$ cat config.mk
export PLATFORM = sky130hd
export DESIGN_NAME = vector_sequencer
export DESIGN_NICKNAME = d
export VERILOG_FILES = /design/src/rtl/vector_sequencer.sv
export SDC_FILE = /design/constraint.sdc
export NUM_CORES = 2
export LEC_CHECK = 0
export CORE_UTILIZATION = 50
export CTS_BUF_LIST = sky130_fd_sc_hd__clkbuf_16
export DETAILED_ROUTE_END_ITERATION = 10
export PLACE_DENSITY = 0.67
export SYNTH_ARGS = -nofsm -noshare
export SYNTH_HDL_FRONTEND = slang
export SYNTH_SLANG_ARGS = --single-unit
$ cat constraint.sdc
create_clock -name clk -period 4.1 [get_ports clk]
set_clock_uncertainty 0.05 [all_clocks]
set_input_delay 0.615 -clock clk [delete_from_list [all_inputs] [get_ports clk]]
set_output_delay 0.615 -clock clk [all_outputs]
set_load 0.005 [all_outputs]
$ cat src/rtl/vector_sequencer.sv
// -----------------------------------------------------------------------------
// vector_sequencer
//
// Replays up to DEPTH stored input vectors into a DataPath/Controller pair,
// one vector at a time, and captures each result in an internal result memory.
// A host fills the input memory while idle, pulses start, and reads results
// back through a registered read port.
//
// Ports
//   clk          rising-edge clock
//   rst          asynchronous reset, active-low
//   load_we      write load_data to in_mem[load_addr] (honoured only when idle)
//   load_addr    input memory write address
//   load_data    input vector to store
//   n_vec        vectors per run; 0 or >= DEPTH runs all DEPTH entries
//   start        1-cycle run request (ignored while busy)
//   busy         run in progress (ISSUE, WAIT, FINISH)
//   done         1-cycle pulse at end of run
//   err_timeout  sticky: some vector of this run timed out
//   dp_line      vector presented to the DataPath
//   dp_set       1-cycle set strobe to the DataPath/Controller
//   dp_calc      DataPath result-valid
//   dp_result    DataPath result
//   res_addr     result memory read address
//   res_data     result memory read data, one cycle after res_addr
//   dbg_state    current FSM state (0 IDLE, 1 ISSUE, 2 WAIT, 3 FINISH)
//
// Set/calc handshake: dp_set pulses for exactly one cycle (ISSUE); dp_line is
// loaded at the end of that cycle and held through WAIT. dp_calc is only looked
// at in WAIT; the first WAIT cycle with dp_calc=1 captures dp_result. If no
// dp_calc arrives within TIMEOUT WAIT cycles the vector is closed with an
// all-ones result and err_timeout is set. There is no backpressure.
// -----------------------------------------------------------------------------
module vector_sequencer #(
    parameter int DATA_W  = 25,
    parameter int RES_W   = 25,
    parameter int DEPTH   = 64,
    parameter int AW      = 6,
    parameter int TIMEOUT = 255
) (
    input  logic              clk,
    input  logic              rst,
    input  logic              load_we,
    input  logic [AW-1:0]     load_addr,
    input  logic [DATA_W-1:0] load_data,
    input  logic [AW:0]       n_vec,
    input  logic              start,
    output logic              busy,
    output logic              done,
    output logic              err_timeout,
    output logic [DATA_W-1:0] dp_line,
    output logic              dp_set,
    input  logic              dp_calc,
    input  logic [RES_W-1:0]  dp_result,
    input  logic [AW-1:0]     res_addr,
    output logic [RES_W-1:0]  res_data,
    output logic [1:0]        dbg_state
);

    localparam int TW = $clog2(TIMEOUT + 1);

    typedef enum logic [1:0] {
        S_IDLE   = 2'd0,
        S_ISSUE  = 2'd1,
        S_WAIT   = 2'd2,
        S_FINISH = 2'd3
    } state_t;

    state_t              state_q, state_d;
    logic [AW-1:0]       idx_q, idx_d;
    logic [AW-1:0]       last_q, last_d;      // run length minus one
    logic [TW-1:0]       tcnt_q, tcnt_d;
    logic                err_q, err_d;
    logic [DATA_W-1:0]   line_q, line_d;
    logic [RES_W-1:0]    res_data_q;

    logic [DATA_W-1:0]   in_mem  [DEPTH];
    logic [RES_W-1:0]    res_mem [DEPTH];

    logic                in_we;
    logic                res_we;
    logic [RES_W-1:0]    res_wdata;
    logic                timed_out;

    assign timed_out = (tcnt_q == TW'(TIMEOUT - 1));

    // Next-state and datapath control.
    always_comb begin
        state_d   = state_q;
        idx_d     = idx_q;
        last_d    = last_q;
        tcnt_d    = tcnt_q;
        err_d     = err_q;
        line_d    = line_q;
        in_we     = 1'b0;
        res_we    = 1'b0;
        res_wdata = '0;

        case (state_q)
            S_IDLE: begin
                in_we = load_we;
                if (start) begin
                    state_d = S_ISSUE;
                    idx_d   = '0;
                    err_d   = 1'b0;
                    // n_vec == DEPTH truncates to 0 and wraps to all-ones,
                    // so only 0 and values above DEPTH need forcing.
                    if (n_vec == '0 || n_vec >= (AW+1)'(DEPTH))
                        last_d = '1;
                    else
                        last_d = n_vec[AW-1:0] - AW'(1);
                end
            end
            S_ISSUE: begin
                line_d  = in_mem[idx_q];
                tcnt_d  = '0;
                state_d = S_WAIT;
            end
            S_WAIT: begin
                if (dp_calc || timed_out) begin
                    res_we    = 1'b1;
                    res_wdata = dp_calc ? dp_result : '1;
                    if (!dp_calc)
                        err_d = 1'b1;
                    if (idx_q == last_q) begin
                        state_d = S_FINISH;
                    end else begin
                        idx_d   = idx_q + AW'(1);
                        state_d = S_ISSUE;
                    end
                end else begin
                    tcnt_d = tcnt_q + TW'(1);
                end
            end
            S_FINISH: begin
                state_d = S_IDLE;
            end
            default: begin
                state_d = S_IDLE;
            end
        endcase
    end

    always_ff @(posedge clk or negedge rst) begin
        if (!rst) begin
            state_q    <= S_IDLE;
            idx_q      <= '0;
            last_q     <= '0;
            tcnt_q     <= '0;
            err_q      <= 1'b0;
            line_q     <= '0;
            res_data_q <= '0;
        end else begin
            state_q    <= state_d;
            idx_q      <= idx_d;
            last_q     <= last_d;
            tcnt_q     <= tcnt_d;
            err_q      <= err_d;
            line_q     <= line_d;
            // Read-before-write: same-address write this cycle returns old data.
            res_data_q <= res_mem[res_addr];
        end
    end

    // Memories keep their contents across reset.
    always_ff @(posedge clk) begin
        if (in_we)
            in_mem[load_addr] <= load_data;
        if (res_we)
            res_mem[idx_q] <= res_wdata;
    end

    assign busy        = (state_q != S_IDLE);
    assign done        = (state_q == S_FINISH);
    assign dp_set      = (state_q == S_ISSUE);
    assign err_timeout = err_q;
    assign dp_line     = line_q;
    assign res_data    = res_data_q;
    assign dbg_state   = state_q;

endmodule

# [Word level (Yosys, flattened, before mapping)]
# Memories as Yosys holds them, arrays and structs flattened. A register that Yosys moved wholly into a read port is not among the register bits.
# Cells that the tools add are included.
[totals] ff_bits=23 latchBits=0 ramBits=3200 mem_bits_ro=0 wordCells=60 memories=2
[classes] n_addsub=3 mul=0 div=0 magnitude_cmp=1 n_eq_ne=10 shift=0 n_mux=25 bitwise_logic=0 n_reduce_logical=14
[memory_table] memory="in_mem" words=64 width=25 read_ports=1 rd_clocked_by_memory_dff=1 write_ports=1 line="77" source="logic [DATA_W-1:0] in_mem [DEPTH];"
[memory_table] memory="res_mem" words=64 width=25 read_ports=1 rd_clocked_by_memory_dff=1 write_ports=1 line="78" source="logic [RES_W-1:0] res_mem [DEPTH];"
[op_table] operator="$mux 25" count=3
[op_table] operator="$mux 6" count=4
[op_table] operator="$pmux 8 s2" count=1
[op_table] operator="$pmux 6 s2" count=1
[op_table] operator="$mux 1" count=10
[op_table] operator="$ne 2x2->1 const B" count=5
[op_table] operator="$add 8x1->8 const B" count=1
[op_table] operator="$eq 8x8->1 const B" count=1
[op_table] operator="$mux 8" count=1
[op_table] operator="$pmux 2 s4" count=1
[op_table] operator="$reduce_and 4->1" count=2
[op_table] operator="$ge 7x7->1 const B" count=1
[op_table] operator="$logic_not 7->1" count=1
[op_table] operator="$add 6x1->6 const B" count=1
[op_table] operator="$eq 6x6->1" count=1
[op_table] operator="$mux 2" count=3
[op_table] operator="$reduce_and 2->1" count=3
[op_table] operator="$reduce_bool 2->1" count=3
[op_table] operator="$sub 6x1->6 const B" count=1
[op_table] operator="$eq 2x2->1 const B" count=2
[op_table] operator="$eq 2x1->1 const B" count=1
[op_table] operator="$logic_not 1->1" count=2
[op_table] operator="$logic_not 2->1" count=1
[op_table] operator="$logic_or 1x1->1" count=2
[op_table] operator="$pmux 1 s2" count=1

# [Logic depth before layout (Yosys ltp)]
[logic_depth] ltp_word=6 ltp_mapped=12 depth_no_buf=8

# [Worst setup path before layout]
# Ideal clock, no wire load.
[synth_timing] path_kind="input to register" from="input port dp_calc" to="memory res_mem[0][10], data pin" setup_ps=548 t_arrival_ps=3247 path_slack_ps=255 path_stages=6 path_buffers=3 path_cell_list="clkbuf_1 -> a31oi_1 -> nand2b_1 -> clkbuf_1 -> buf_1 -> a21oi_1"
[synth_between] elab_chain_cells=3 word_cells_on_any_way=4 cone_classes="3 x mux; 1 x reduce/logical"
[synth_lines] element="start: declaration" line="53" source="input logic dp_calc,"
[synth_lines] element="$mux 25 or $logic_or 1x1->1 (tied branches)" line="122, 120"
[synth_lines] element="$mux 25 *" line="120" source="if (dp_calc || timed_out) begin"
[synth_lines] element="$mux 25 *" line="99" source="case (state_q)"
[synth_lines] element="via res_wdata[10]" line="82" source="logic [RES_W-1:0] res_wdata;"
[synth_lines] element="end: declaration" line="78"
# Mark *: on every way through the listed nets, which the timed path passes. The rest lies on a longest branch.

==> qor.csv <==
metric,value,unit
final_common_cell,edfxtp_1,
syn-cell-area,0.1256,mm2
cts-htree-levels,5,
antenna_found_initial,17,
layout_common_cells,"edfxtp_1 (3,200), mux4_2 (620), buf_4 (427), clkbuf_16 (337), mux2i_1 (161)",
grt_pass1_vias,64740,
synth-edff-count,3200,
finalNetCount,6655,
cts_tree,built,
cts_resized,0,
crit_slowest_cell,a222oi_1,
tns,0,ps
whs_path_depth,3,
gp_congestion,0.9549,
fin_crit_sh,95.66,%
die_x,503.3,um
hold_violations,0,
crit_type,register to register,
rows,183,
cts_made_buffers,330,
cp_slowest_stage_delay,980,ps
port-buffer-count,129,
crit_path_end_kind,register,
area_delta_synth_final,14.67,%
drive_above_1_share,26.84,%
num_io_pins,130,
path_clk_slew,60,ps
grt_pass1_wl,499.1,mm
avgSynthCellArea,20.90,um2
wirelength,357.2,mm
vias_per_cell,6.539,
yosysUniqueCellTypes,67,
cap_violations,0,
core_area,0.2491,mm2
placed_cells,9573,
final_cells,10160,
final_area,0.1441,mm2
ys.flop_type,edfxtp_1,
worstMarginPinSlew,1375,ps
r2r_start,idx_q[0],
status,completed,
first_iter_violations,9992,
power.density,535.7,mW/mm2
peakVddDrop,0.0004404,V
die_area,0.2533,mm2
p_leak,45.90,nW
crit_buf_inv,3,
setup_viol,0,
slew_violations,0,
cp_max_fo,28,
routed-via-count,66450,
crit_arrival,4630,ps
antenna_left,0,
worstPathRequired,4810,ps
r2r_end,dp_line[24],
rsz0062_at_grt,false,
syn_nets,6091,
wl_per_cell,35.15,um
hold_class,input pin to register,
firstDrtPassIters,6,
power,77.18,mW
min_to,res_data[17],
hp-start,res_addr[5],
gr-usage-all-layers,28.24,%
post_synth_inst_count,6012,
dp_hpwl,214.2,mm
crit_family,compound AO/OA/AOI/OAI gates,
route.detailed.drc,0,
grt_max_degree,81,
r2r_setup_slack,180,ps
startpoint_type,register,
cpMostUsedCell,buf_4,
final.setup.worst_slack,178.0,ps
initial_core_util,50.43,%
chipHeight,503.3,um
ctsLongestPathBuffers,4,
ys_warn_count,0,
synth.ff_latch_count,3273,
preCtsSetupSlack,361.5,ps
post_dp_cell_area,0.1341,mm2
ff2ff_path_depth,7,
relSlewSlack,8.336,%
crit_chain,inv_2 -> buf_4 -> buf_4 -> a221oi_1 -> o21ai_1 -> a222oi_1 -> a41oi_1,
fin_crit,3922,ps
fmax,0.2550,GHz
overflow,0,
worstSkewPairLatency,940,ps
synthArstFlopShare,2.230,%
cts_sinks,3273,
clock-root-buffer,clkbuf_16,
synth-seq-area-share,77.94,%
==> final cells by class <==
type / count / area [um2]
clock buffer: 337 / 8433
antenna: 10 / 25.02
tap: 3330 / 4167
fill: 18120 / 105100
clock inverter: 241 / 1539
inverter: 33 / 128.9
timing repair buffer: 602 / 5321
multi-input combinational: 2336 / 26510
sequential: 3273 / 97930
==> cells in the mapped netlist (11+ instances only) <==
master / instances / share of area (%)
a211oi_1: 43 / 0.26
a21oi_1: 154 / 0.61
a221o_1: 28 / 0.22
a221oi_1: 150 / 1.0
a22o_1: 21 / 0.15
a22oi_1: 111 / 0.66
a31oi_1: 35 / 0.17
and3_1: 15 / 0.075
buf_1: 43 / 0.13
buf_2: 116 / 0.46
buf_4: 28 / 0.17
buf_6: 27 / 0.24
clkbuf_1: 156 / 0.47
dfrtp_1: 73 / 1.5
edfxtp_1: 3200 / 76
inv_1: 30 / 0.090
mux2_1: 34 / 0.30
mux2_2: 96 / 0.86
mux2i_1: 161 / 1.3
mux4_2: 620 / 11
nand2_1: 139 / 0.42
nand3_1: 43 / 0.17
nand4_1: 26 / 0.13
nor2_1: 235 / 0.70
nor2b_1: 73 / 0.36
o211ai_1: 11 / 0.066
o21ai_0: 59 / 0.24
o21ai_1: 42 / 0.17
o22a_1: 15 / 0.10
o22ai_1: 68 / 0.34
o32a_1: 13 / 0.10
==> power by group <==
group | switching (mW) | internal (mW) | leakage, nW
combinational | 6.80 | 3.77 | 10.6
clock | 12.3 | 16.0 | 5.24
sequential | 0.579 | 37.8 | 30.0
==> state kept, by name, summed over array words and instances, names as in the netlist <==
name,cells
dbg_state,2
dp_line,25
err_timeout,1
idx_q,6
in_mem,1600
last_q,6
res_data,25
res_mem,1600
tcnt_q,8
==> per-stage QoR <==
step | utilization [%] | hold slack, ps
2_1_floorplan | - | 269.4
3_3_place_gp | 53.81 | 462.5
3_5_place_dp | 53.81 | 462.6
4_1_cts | 57.82 | 49.04
5_1_grt | 57.82 | 88.29
6_report | 57.83 | 79.69
==> worst max-delay path by stage <==
stage / start / depth (start not counted) / slack, ps / end
after CTS: idx_q[0] / 6 / 350 / dp_line[5]
after detailed placement: idx_q[0] / 6 / 360 / dp_line[5]
after global routing: idx_q[0] / 7 / 240 / dp_line[24]
final: idx_q[0] / 7 / 180 / dp_line[24]
after floorplan: dp_calc / 6 / 260 / res_mem[0][10]
after global placement: idx_q[0] / 7 / 350 / dp_line[24]
==> worst reg2reg max path, stage by stage, from the launching register on <==
cell      delay (ps)
dfrtp_4          900
inv_2            640
buf_4            420
buf_4            180
a221oi_1         260
o21ai_1          120
a222oi_1         980
a41oi_1          200
==> cell families (layout without fill, tap and decap cells) <==
family	after synthesis	in the layout	synth area share, %
simple gates	589	589	2.171
xor+xnor	15	15	0.1046
buf+inv	403	1213	1.565
flops	3273	3273	77.94
fa+ha+maj	5	5	0.04980
compound gates	816	816	4.607
mux	911	911	13.56
other cells	0	10	0
==> timing repair <==
action / 4_1_cts / 5_1_grt
hold buffers: 1 / 0
setup buffers: 0 / 0
hold endpoints to repair: 37 / 0
==> routing by layer <==
layer  routed length (um)  global-route usage (%)  up-vias
li1                     -                       -    26390
met1               130700                   37.73    34800
met2               167400                   44.12     4318
met3                37190                   5.822      943
met4                21890                   14.72        6
met5                   35                       0        -
(Power assumes the default switching activity.)
